[config.mk]
export PLATFORM = sky130hd
export DESIGN_NAME = mips_debug_unit_flat
export DESIGN_NICKNAME = d
export VERILOG_FILES = /design/src/rtl/mips_debug_pkg.sv /design/src/rtl/mips_debug_if.sv /design/src/rtl/debug_frame_decoder.sv /design/src/rtl/mips_debug_unit.sv /design/src/flat_wrapper.sv
export SDC_FILE = /design/constraint.sdc
export NUM_CORES = 1
export LEC_CHECK = 0
export CAP_MARGIN = 20
export CORE_MARGIN = 4
export CORE_UTILIZATION = 35
export DETAILED_ROUTE_END_ITERATION = 10
export GPL_TIMING_DRIVEN = 0
export HOLD_SLACK_MARGIN = 0.05
export SYNTH_ARGS = -nofsm -noshare
export SYNTH_HDL_FRONTEND = slang
export SYNTH_SLANG_ARGS = --single-unit
[constraint.sdc]
create_clock -name i_clock -period 3.6 [get_ports i_clock]
set_input_delay 0.9 -clock i_clock [delete_from_list [all_inputs] [get_ports i_clock]]
set_output_delay 0.9 -clock i_clock [all_outputs]
set_load 0.02 [all_outputs]
[src/rtl/mips_debug_pkg.sv]
// Shared constants and types for the MicroBlaze-to-MIPS debug command engine.
package mips_debug_pkg;

  localparam int unsigned NB_CONTROL_FRAME = 32;
  localparam int unsigned NB_INSTR_ADDR    = 10;
  localparam int unsigned NB_DATA          = 32;
  localparam int unsigned NB_CODE          = 6;
  localparam int unsigned NB_ADDR_TYPE     = 10;
  localparam int unsigned NB_FIELD_DATA    = 16;
  localparam int unsigned NB_STATUS        = 16;

  typedef enum logic [NB_CODE-1:0] {
    CMD_START          = 6'b000001,
    CMD_RESET          = 6'b000010,
    CMD_REQ_DATA       = 6'b000011,
    CMD_LOAD_INSTR_LSB = 6'b000100,
    CMD_LOAD_INSTR_MSB = 6'b000101,
    CMD_MODE_GET       = 6'b001000,
    CMD_MODE_SET       = 6'b001001,
    CMD_STEP           = 6'b100000
  } cmd_e;

  // Debug source selectors carried in the addr_type field of REQ_DATA.
  localparam logic [NB_ADDR_TYPE-1:0] REQ_MEM_DATA       = 10'h001;
  localparam logic [NB_ADDR_TYPE-1:0] REQ_MEM_INSTR      = 10'h002;
  localparam logic [NB_ADDR_TYPE-1:0] REQ_PC             = 10'h003;
  localparam logic [NB_ADDR_TYPE-1:0] REQ_REG            = 10'h004;
  localparam logic [NB_ADDR_TYPE-1:0] REQ_LATCH_IF_ID    = 10'h005;
  localparam logic [NB_ADDR_TYPE-1:0] REQ_LATCH_ID_EX    = 10'h006;
  localparam logic [NB_ADDR_TYPE-1:0] REQ_LATCH_EX_MEM   = 10'h007;
  localparam logic [NB_ADDR_TYPE-1:0] REQ_LATCH_MEM_WB   = 10'h008;
  localparam logic [NB_ADDR_TYPE-1:0] REQ_LATCH_MEM_CTRL = 10'h009;

  localparam logic [NB_STATUS-1:0] STATUS_OK   = 16'h0000;
  localparam logic [NB_STATUS-1:0] STATUS_ERR  = 16'hFFFF;
  localparam logic [NB_STATUS-1:0] STATUS_HALT = 16'h0001;

  typedef struct packed {
    logic [NB_CODE-1:0]       code;
    logic [NB_ADDR_TYPE-1:0]  addr_type;
    logic [NB_FIELD_DATA-1:0] data;
  } frame_t;

  typedef enum logic [3:0] {
    ST_IDLE,
    ST_LOAD_LSB,
    ST_LOAD_MSB,
    ST_RUN,
    ST_READ_WAIT,
    ST_READ_CAP,
    ST_ACK,
    ST_RESP
  } state_e;

  function automatic logic [NB_CONTROL_FRAME-1:0] make_ack(input logic [NB_CODE-1:0] code,
                                                           input logic [NB_STATUS-1:0] status);
    return {code, 10'b0, status};
  endfunction

endpackage

[src/rtl/mips_debug_if.sv]
// Frame link between the MicroBlaze bridge (master) and the debug unit (slave).
interface mips_debug_if;
  import mips_debug_pkg::*;

  logic [NB_CONTROL_FRAME-1:0] i_frame_from_blaze;
  logic                        i_frame_valid;
  logic                        o_busy;
  logic [NB_CONTROL_FRAME-1:0] o_frame_to_blaze;
  logic                        o_frame_valid;

  modport master (
    output i_frame_from_blaze, i_frame_valid,
    input  o_busy, o_frame_to_blaze, o_frame_valid
  );

  modport slave (
    input  i_frame_from_blaze, i_frame_valid,
    output o_busy, o_frame_to_blaze, o_frame_valid
  );
endinterface

[src/rtl/debug_frame_decoder.sv]
// Combinational split of a command frame into its fields plus a known-code flag.
module debug_frame_decoder
  import mips_debug_pkg::*;
(
  input  logic [NB_CONTROL_FRAME-1:0] i_frame,
  output logic [NB_CODE-1:0]          o_code_c,
  output logic [NB_ADDR_TYPE-1:0]     o_addr_type_c,
  output logic [NB_FIELD_DATA-1:0]    o_data_c,
  output logic                        o_code_valid_c
);

  frame_t fields;

  assign fields        = frame_t'(i_frame);
  assign o_code_c      = fields.code;
  assign o_addr_type_c = fields.addr_type;
  assign o_data_c      = fields.data;

  always_comb begin
    o_code_valid_c = 1'b0;
    case (fields.code)
      CMD_START, CMD_RESET, CMD_REQ_DATA, CMD_LOAD_INSTR_LSB,
      CMD_LOAD_INSTR_MSB, CMD_MODE_GET, CMD_MODE_SET, CMD_STEP: o_code_valid_c = 1'b1;
      default:                                                  o_code_valid_c = 1'b0;
    endcase
  end

endmodule

[src/rtl/mips_debug_unit.sv]
// Debug command engine: decodes MicroBlaze frames, drives the MIPS core and
// instruction memory, and returns one response frame per accepted command.
module mips_debug_unit
  import mips_debug_pkg::*;
(
  input  logic                     i_clock,
  input  logic                     i_reset,
  mips_debug_if.slave              link,
  output logic                     o_mips_enable,
  output logic                     o_mips_reset,
  input  logic                     i_mips_halt,
  output logic                     o_imem_wr_en,
  output logic [NB_INSTR_ADDR-1:0] o_imem_addr,
  output logic [NB_DATA-1:0]       o_imem_data,
  output logic [NB_ADDR_TYPE-1:0]  o_dbg_sel,
  output logic [NB_FIELD_DATA-1:0] o_dbg_addr,
  input  logic [NB_DATA-1:0]       i_dbg_data
);

  logic [NB_CODE-1:0]       dec_code;
  logic [NB_ADDR_TYPE-1:0]  dec_addr_type;
  logic [NB_FIELD_DATA-1:0] dec_data;
  logic                     dec_code_valid;

  debug_frame_decoder u_decoder (
    .i_frame        (link.i_frame_from_blaze),
    .o_code_c       (dec_code),
    .o_addr_type_c  (dec_addr_type),
    .o_data_c       (dec_data),
    .o_code_valid_c (dec_code_valid)
  );

  state_e                      state_q,     state_d;
  logic [NB_CODE-1:0]          code_q,      code_d;
  logic [NB_FIELD_DATA-1:0]    data_q,      data_d;
  logic [NB_STATUS-1:0]        status_q,    status_d;
  logic [NB_FIELD_DATA-1:0]    lsb_q,       lsb_d;
  logic [NB_INSTR_ADDR-1:0]    counter_q,   counter_d;
  logic                        mode_q,      mode_d;
  logic                        armed_q,     armed_d;
  logic                        halted_q,    halted_d;
  logic                        busy_q,      busy_d;
  logic [NB_CONTROL_FRAME-1:0] resp_q,      resp_d;
  logic                        resp_vld_q,  resp_vld_d;
  logic                        enable_q,    enable_d;
  logic                        mips_rst_q,  mips_rst_d;
  logic                        wr_en_q,     wr_en_d;
  logic [NB_INSTR_ADDR-1:0]    imem_addr_q, imem_addr_d;
  logic [NB_DATA-1:0]          imem_data_q, imem_data_d;
  logic [NB_ADDR_TYPE-1:0]     dbg_sel_q,   dbg_sel_d;
  logic [NB_FIELD_DATA-1:0]    dbg_addr_q,  dbg_addr_d;

  // Next-state and registered-output logic.
  always_comb begin
    state_d     = state_q;
    code_d      = code_q;
    data_d      = data_q;
    status_d    = status_q;
    lsb_d       = lsb_q;
    counter_d   = counter_q;
    mode_d      = mode_q;
    armed_d     = armed_q;
    halted_d    = halted_q | i_mips_halt;
    resp_d      = resp_q;
    resp_vld_d  = 1'b0;
    enable_d    = 1'b0;
    mips_rst_d  = 1'b0;
    wr_en_d     = 1'b0;
    imem_addr_d = imem_addr_q;
    imem_data_d = imem_data_q;
    dbg_sel_d   = dbg_sel_q;
    dbg_addr_d  = dbg_addr_q;

    case (state_q)
      ST_IDLE: begin
        if (link.i_frame_valid) begin
          code_d   = dec_code;
          data_d   = dec_data;
          status_d = STATUS_OK;
          state_d  = ST_ACK;
          if (!dec_code_valid) begin
            status_d = STATUS_ERR;
          end else begin
            case (dec_code)
              CMD_LOAD_INSTR_LSB: state_d = ST_LOAD_LSB;
              CMD_LOAD_INSTR_MSB: state_d = ST_LOAD_MSB;
              CMD_START: begin
                // Step mode only arms; continuous mode runs until halt.
                if (mode_q) begin
                  armed_d = 1'b1;
                end else begin
                  enable_d = ~i_mips_halt;
                  state_d  = ST_RUN;
                end
              end
              CMD_STEP: begin
                if (armed_q && !halted_q) enable_d = 1'b1;
                else                      status_d = STATUS_ERR;
              end
              CMD_REQ_DATA: begin
                dbg_sel_d  = dec_addr_type;
                dbg_addr_d = dec_data;
                state_d    = ST_READ_WAIT;
              end
              CMD_RESET: begin
                mips_rst_d = 1'b1;
                counter_d  = '0;
                armed_d    = 1'b0;
                halted_d   = 1'b0;
              end
              CMD_MODE_SET: begin
                mode_d  = dec_data[0];
                armed_d = 1'b0;
              end
              CMD_MODE_GET: status_d = {15'b0, mode_q};
              default:      status_d = STATUS_ERR;
            endcase
          end
        end
      end

      ST_LOAD_LSB: begin
        lsb_d      = data_q;
        resp_d     = make_ack(code_q, status_q);
        resp_vld_d = 1'b1;
        state_d    = ST_RESP;
      end

      ST_LOAD_MSB: begin
        wr_en_d     = 1'b1;
        imem_addr_d = counter_q;
        imem_data_d = {data_q, lsb_q};
        counter_d   = counter_q + NB_INSTR_ADDR'(1);
        resp_d      = make_ack(code_q, status_q);
        resp_vld_d  = 1'b1;
        state_d     = ST_RESP;
      end

      ST_RUN: begin
        if (i_mips_halt) begin
          resp_d     = make_ack(CMD_START, STATUS_HALT);
          resp_vld_d = 1'b1;
          state_d    = ST_RESP;
        end else begin
          enable_d = 1'b1;
        end
      end

      // Selector is registered this cycle; source data follows one cycle later.
      ST_READ_WAIT: state_d = ST_READ_CAP;

      ST_READ_CAP: begin
        resp_d     = i_dbg_data;
        resp_vld_d = 1'b1;
        state_d    = ST_RESP;
      end

      ST_ACK: begin
        resp_d     = make_ack(code_q, status_q);
        resp_vld_d = 1'b1;
        state_d    = ST_RESP;
      end

      ST_RESP: state_d = ST_IDLE;

      default: state_d = ST_IDLE;
    endcase

    busy_d = (state_d != ST_IDLE);
  end

  always_ff @(posedge i_clock) begin
    if (i_reset) begin
      state_q     <= ST_IDLE;
      code_q      <= '0;
      data_q      <= '0;
      status_q    <= '0;
      lsb_q       <= '0;
      counter_q   <= '0;
      mode_q      <= 1'b0;
      armed_q     <= 1'b0;
      halted_q    <= 1'b0;
      busy_q      <= 1'b0;
      resp_q      <= '0;
      resp_vld_q  <= 1'b0;
      enable_q    <= 1'b0;
      mips_rst_q  <= 1'b0;
      wr_en_q     <= 1'b0;
      imem_addr_q <= '0;
      imem_data_q <= '0;
      dbg_sel_q   <= '0;
      dbg_addr_q  <= '0;
    end else begin
      state_q     <= state_d;
      code_q      <= code_d;
      data_q      <= data_d;
      status_q    <= status_d;
      lsb_q       <= lsb_d;
      counter_q   <= counter_d;
      mode_q      <= mode_d;
      armed_q     <= armed_d;
      halted_q    <= halted_d;
      busy_q      <= busy_d;
      resp_q      <= resp_d;
      resp_vld_q  <= resp_vld_d;
      enable_q    <= enable_d;
      mips_rst_q  <= mips_rst_d;
      wr_en_q     <= wr_en_d;
      imem_addr_q <= imem_addr_d;
      imem_data_q <= imem_data_d;
      dbg_sel_q   <= dbg_sel_d;
      dbg_addr_q  <= dbg_addr_d;
    end
  end

  assign link.o_busy           = busy_q;
  assign link.o_frame_to_blaze = resp_q;
  assign link.o_frame_valid    = resp_vld_q;
  assign o_mips_enable         = enable_q;
  assign o_mips_reset          = mips_rst_q;
  assign o_imem_wr_en          = wr_en_q;
  assign o_imem_addr           = imem_addr_q;
  assign o_imem_data           = imem_data_q;
  assign o_dbg_sel             = dbg_sel_q;
  assign o_dbg_addr            = dbg_addr_q;

endmodule

[src/flat_wrapper.sv]
// flat-port wrapper written by rule: the top's interface ports become plain ports
module mips_debug_unit_flat import mips_debug_pkg::*;
  (i_clock, i_reset, o_mips_enable, o_mips_reset, i_mips_halt, o_imem_wr_en, o_imem_addr, o_imem_data, o_dbg_sel, o_dbg_addr, i_dbg_data, link_i_frame_from_blaze, link_i_frame_valid, link_o_busy, link_o_frame_to_blaze, link_o_frame_valid);
  mips_debug_if link_i ();
  input  logic i_clock;
  input  logic i_reset;
  output logic o_mips_enable;
  output logic o_mips_reset;
  input  logic i_mips_halt;
  output logic o_imem_wr_en;
  output logic [NB_INSTR_ADDR-1:0] o_imem_addr;
  output logic [NB_DATA-1:0] o_imem_data;
  output logic [NB_ADDR_TYPE-1:0] o_dbg_sel;
  output logic [NB_FIELD_DATA-1:0] o_dbg_addr;
  input  logic [NB_DATA-1:0] i_dbg_data;
  input wire logic [$bits(link_i.i_frame_from_blaze)-1:0] link_i_frame_from_blaze;
  input wire logic [$bits(link_i.i_frame_valid)-1:0] link_i_frame_valid;
  output wire logic [$bits(link_i.o_busy)-1:0] link_o_busy;
  output wire logic [$bits(link_i.o_frame_to_blaze)-1:0] link_o_frame_to_blaze;
  output wire logic [$bits(link_i.o_frame_valid)-1:0] link_o_frame_valid;
  assign link_i.i_frame_from_blaze = link_i_frame_from_blaze;
  assign link_i.i_frame_valid = link_i_frame_valid;
  assign link_o_busy = link_i.o_busy;
  assign link_o_frame_to_blaze = link_i.o_frame_to_blaze;
  assign link_o_frame_valid = link_i.o_frame_valid;
  mips_debug_unit u_core (.i_clock(i_clock), .i_reset(i_reset), .link(link_i), .o_mips_enable(o_mips_enable), .o_mips_reset(o_mips_reset), .i_mips_halt(i_mips_halt), .o_imem_wr_en(o_imem_wr_en), .o_imem_addr(o_imem_addr), .o_imem_data(o_imem_data), .o_dbg_sel(o_dbg_sel), .o_dbg_addr(o_dbg_addr), .i_dbg_data(i_dbg_data));
endmodule
==> summary.md <==
| Metric | Value |
|---|---|
| Commonest non-fill, non-tap cell in the layout | `nand2_1` |
| Max H-tree Level | `4` |
| Worst-Margin Slew | `650.3 ps` |
| Rel. slew slack | `0.5644` |
| Worst Skew | `6.197 ps` |
| Iter 0 DRT Violations | `roughly 360` |
| Main combinational cell family by area after synthesis | `simple AND/OR/NAND/NOR gates` |
| Die span in y | `roughly 140 um` |
| Area of the multi-input gates | `0.002751 mm2` |
| Count of cell types in the netlist | `62` |
| EDFF count, synth | `0` |
| Req. time, crit path | `3900 ps` |
| I/O Pins | `173` |
| GR Util All Layers | `0.1836` |
| CP Class | `input pin to flip-flop` |
| TritonCTS clock tree | `done` |
| Reg area | `roughly 0.0032 mm2` |
| Pin count of the biggest net entering global routing | `17` |
| Die Footprint | `between 0.02 and 0.025 mm2` |
| Clock-pin slew on the worst setup and hold paths | `60 ps` |
| Pins Over Slew Limit | `0` |
| Net Count, Synth | `829` |
| FILL cells | `1729` |
| Clock latency on the worst-skew pair | `between 400 and 500 ps` |
| Mux contribution to synthesized area | `0.004970` |
| # DRC | `0` |
| Max-Cap Viols | `0` |
| DP Wirelength | `~14000 um` |
| RSZ-0062 raised after global routing | `no` |
| Routability Congestion | `0.8626` |
| Resized Gates After CTS | `0` |
| Die width | `142.1 um` |
| Number of global-route vias before repair | `5575` |
| Final period utilization | `0.7225` |
| Post-synth ARST share | `0` |
| Nature of the critical path startpoint | `input pin` |
| PD cells | `455.9 mW/mm2` |
| Clk sinks | `~160` |
| Wirelength, routed | `18500 um` |
| Final hold violation count | `0` |
| Area Growth Syn to Fin | `40.97%` |
| ANT nets after route | `0` |
| Hold slack | `450.8 ps` |
| Yosys warning count | `0` |
| XOR/XNOR Fraction of Synth Area | `0.001392` |
| Peak supply drop | `0.0003732 V` |
| Dpl cells | `roughly 1200` |
| Commonest cells after routing, fill and taps aside | `nand2_1, clkdlybuf4s50_1, dfxtp_1` |
| Hold-fix buffers at CTS | `0` |
| Fin cells | `1187` |
| Initial core utilization | `0.3601` |
| Vias per cell | `between 4 and 5` |
| Crit Path Max Fanout | `10` |
| Cts bufs inserted | `17` |
| CORE AREA | `0.01748 mm2` |
| Adder-cell share of the synthesized area | `0.001988` |
| Initial antenna violation count | `0` |
| Post-CTS Setup Repair Bufs | `0` |
| Min Tclk post-route | `2601 ps` |
| Via Count | `5811` |
| Mapped Cells | `760` |
| Global-route wire length before repair | `29780 um` |
| Number of port buffers | `170` |
| Share of post-route cells with drive strength above 1 | `0.07692` |
| Critical Path AT | `2900 ps` |
| Critical path endpoint category | `flip-flop` |
| Grt total ovfl | `0` |
| Status | `finished clean` |
| Compound-gate portion of the synthesized area | `0.1922` |
| Cell Rows | `48` |
| Hold Crit Class | `flip-flop to flip-flop` |
| Layout net count | `between 1000 and 1500` |
| Mapped Area | `0.006294 mm2` |
| Max Freq | `0.3845 GHz` |
| Setup TNS | `0 ps` |
| Ys flop type | `dfxtp_1` |
| CTS Buffer Depth | `2` |
| Synth Area in Simple Gates | `0.2360` |
| Drt wl/cell | `15.59 um` |
| Flops & latches, synth | `162` |
| Antenna diodes | `0` |
| Final setup violation count | `0` |
| Root Driver | `clkbuf_16` |
| Syn_area_per_cell | `8.281 um2` |
| Pre-Repair DR Iteration Count | `6` |
| Sequential area share after synthesis | `0.5153` |
| Static Leak | `3.022 nW` |
-- Yosys cell counts, drive strengths merged (5+ instances only) --
library cell,n,area share
a2111o,7,0.013
a21oi,127,0.10
a222oi,5,0.0080
a22oi,10,0.012
buf,26,0.027
clkbuf,32,0.019
dfxtp,162,0.52
nand2,240,0.14
nand2b,6,0.0060
nand3,8,0.0064
nand4,6,0.0083
nor2,32,0.020
nor2b,5,0.0050
nor3,6,0.0056
nor3b,7,0.013
o2111ai,6,0.0083
o21ai,21,0.017
-- sequential cells by signal (all words and copies together), names as in the netlist, 6 cells and up --
name	flops
u_core.o_imem_data	32
u_core.counter_q	10
u_core.link.o_frame_to_blaze	32
u_core.code_q	6
u_core.o_dbg_sel	10
u_core.data_q	16
u_core.o_dbg_addr	16
u_core.o_imem_addr	10
u_core.lsb_q	16
-- metal layers --
layer  global-route usage  up-vias  wire length, um
li1                     -     2990                -
met1               0.2344     2645             8387
met2               0.2939      159             8444
met3              0.07157       17             1505
met4              0.04343        0              164
met5                    0        -                0
-- per-stage QoR --
stage	total power, mW	cell area (um2)	setup WS [ps]	util
5_1_grt	4.202	8872	938.8	0.5077
4_1_cts	4.096	8872	1052	0.5077
3_5_place_dp	2.264	8277	593.8	0.4736
2_1_floorplan	2.082	6294	1381	-
6_report	4.044	8872	999.1	0.5077
3_3_place_gp	2.264	8277	612.0	0.4736
-- layout make-up --
cell class,count,share of cell area
sequential,162,0.3655
timing repair buffer,170,0.1918
buffer,58,0.03244
multi-input combinational,537,0.3101
inverter,3,0.001269
clock buffer,19,0.04992
tap,225,0.03173
clock inverter,13,0.01720
-- power by group --
part           internal, mW  switching, mW
Clock                  1.05          0.768
Combinational         0.163          0.204
Sequential             1.83         0.0250
Total                  3.05          0.996
-- worst max-delay path: stages --
cell	delay (ps)
clkdlybuf4s50_1	590
buf_6	240
nor4_1	280
o21ai_1	140
a32o_1	230
or4b_1	510
-- cells by family after synthesis --
family,count (synthesis)
muxes,3
xor gates and xnor gates,1
adders and majority gates,1
buffers and inverters,61
other,1
DFF,162
and+or+nand+nor,332
AOI/OAI and AO/OA,199
-- path summary, 6_finish.rpt --
| path | cells past startpoint | slack [ps] | from | endpoint |
|---|---|---|---|---|
| max | 6 | 1000 | link_i_frame_from_blaze[27] | u_core.link.o_busy |
| min | 2 | 450 | u_core.o_dbg_sel[0] | u_core.o_dbg_sel[0] |
| max reg2reg | 6 | 1670 | u_core.state_q[1] | u_core.o_dbg_sel[3] |
| min reg2reg | 2 | 450 | u_core.o_dbg_sel[0] | u_core.o_dbg_sel[0] |
No activity file was read; power rests on OpenSTA's default activity.
==> variant, RTL diff (same settings) <==
Encoding of `state_e`: now one-hot (8 bits for 8 states).
--- a/src/rtl/mips_debug_pkg.sv
+++ b/src/rtl/mips_debug_pkg.sv
@@ -41,15 +41,15 @@
     logic [NB_FIELD_DATA-1:0] data;
   } frame_t;
 
-  typedef enum logic [3:0] {
-    ST_IDLE,
-    ST_LOAD_LSB,
-    ST_LOAD_MSB,
-    ST_RUN,
-    ST_READ_WAIT,
-    ST_READ_CAP,
-    ST_ACK,
-    ST_RESP
+  typedef enum logic [7:0] {
+    ST_IDLE      = 8'b00000001,
+    ST_LOAD_LSB  = 8'b00000010,
+    ST_LOAD_MSB  = 8'b00000100,
+    ST_RUN       = 8'b00001000,
+    ST_READ_WAIT = 8'b00010000,
+    ST_READ_CAP  = 8'b00100000,
+    ST_ACK       = 8'b01000000,
+    ST_RESP      = 8'b10000000
   } state_e;
 
   function automatic logic [NB_CONTROL_FRAME-1:0] make_ack(input logic [NB_CODE-1:0] code,
Formal check against the unedited RTL: same outputs for any inputs over 4 cycles, from zero or initial values and one cycle with i_reset high; so few cycles prove little.
==> variant against the unedited design <==
First-iteration DRC count down 13%; largest power group unchanged; final area down 0.93%; routed wire length down 3.1%; sequential cell count up 4; setup slack worse by 0.36 ns; total power down 3.4%; final cell count down 3.5%; via count down 1.7%; area after synthesis down 0.42%; sequential share of layout area up 1.3 points.
==> variant: results (changes against the unedited design) <==
INFO  metric share_of_the_yosys_chip_area_belonging_to_registers = 0.530 (+0.0149)
INFO  metric grtUsageMet3 = 0.0536 (-0.0180)
INFO  metric final_core_utilization = 0.505 (-0.00299)
INFO  metric pre_cts_ws = 0.206 ns (-0.388 ns)
INFO  metric run_status = complete, no violations
INFO  metric worst_ir_drop_vdd = 0.325 mV (-13%)
INFO  metric via_per_inst = 4.98 (+1.8%)
INFO  metric non_clock_buffer_count = 232 (+1.8%)
INFO  metric clock_cell_area_share = 0.0625 (-0.00464)
INFO  metric post_layout_instance_count_excluding_filler_cells = 1146 (-3.5%)
INFO  metric clock_skew = 0.0112 ns (+0.00505 ns)
INFO  metric met2_usage = 0.269 (-0.0251)
INFO  metric ff2ff_path_depth = 5 (-1)
INFO  metric whs_endpoint = u_core.o_imem_data[12]$_SDFFE_PP0P_
INFO  metric whs = 0.450 ns (-0.000482 ns)
INFO  metric final_nets = 977 (-4.0%)
INFO  metric grt_pass1_wl = 28800 µm (-3.3%)
INFO  metric gr-usage-met1 = 0.240 (+0.00588)
INFO  metric worst_r2r_startpoint = u_core.state_q[6]$_SDFF_PP0_
INFO  metric layout-drive-gt1-share = 0.0554 (-0.0215)
INFO  metric synth.net_count = 789 (-4.8%)
INFO  metric placed_cell_area = 8240 µm² (-0.44%)
INFO  metric hold_path_startpoint = u_core.lsb_q[12]$_SDFFE_PP0N_
INFO  metric r2r_slack = 1.03 ns (-0.64 ns)
INFO  metric critical-path-max-stage-delay = 0.69 ns (+0.10 ns)
INFO  metric static_power_due_to_leakage = 0.00290 µW (-4.1%)
INFO  metric signal_buffer_area_fraction = 0.223 (-0.00145)
INFO  metric grt_util_all_layers = 0.177 (-0.00615)
INFO  metric dp_hpwl = 13200 µm (-4.2%)
INFO  metric inv_count = 6 (+3)
INFO  metric finalWirelength = 17900 µm (-3.1%)
INFO  metric endpoint = u_core.counter_q[3]$_SDFFE_PP0P_
variant: where the power goes:
| part | total, µW | internal (µW) | switching [µW] | leakage, µW |
|---|---|---|---|---|
| Sequential | 1900 | 1870 | 28.5 | 0.00134 |
| Clock | 1710 | 900 | 807 | 0.000265 |
| Combinational | 303 | 127 | 175 | 0.00129 |
variant: kinds of logic after synthesis:
logic type               Yosys count  synth area share
AO/OA/AOI/OAI                    209             0.201
XOR/XNOR                           3           0.00419
adder cells (fa/ha/maj)            2           0.00359
buffers and inverters             69            0.0461
flip-flops                       166             0.530
multiplexers                      17            0.0272
AND/OR/NAND/NOR                  254             0.188
variant: routing by layer:
metal  up-vias  routed length [µm]
met5         -                   0
met2       141                7910
met4         0                 408
met1      2631                8570
met3        28                1030
li1       2912                   -
variant: critical path: cells and delay by family:
family          cells  cell delay [ns]
compound gates      2             0.84
buf+inv             1             0.51
simple gates        2             0.99
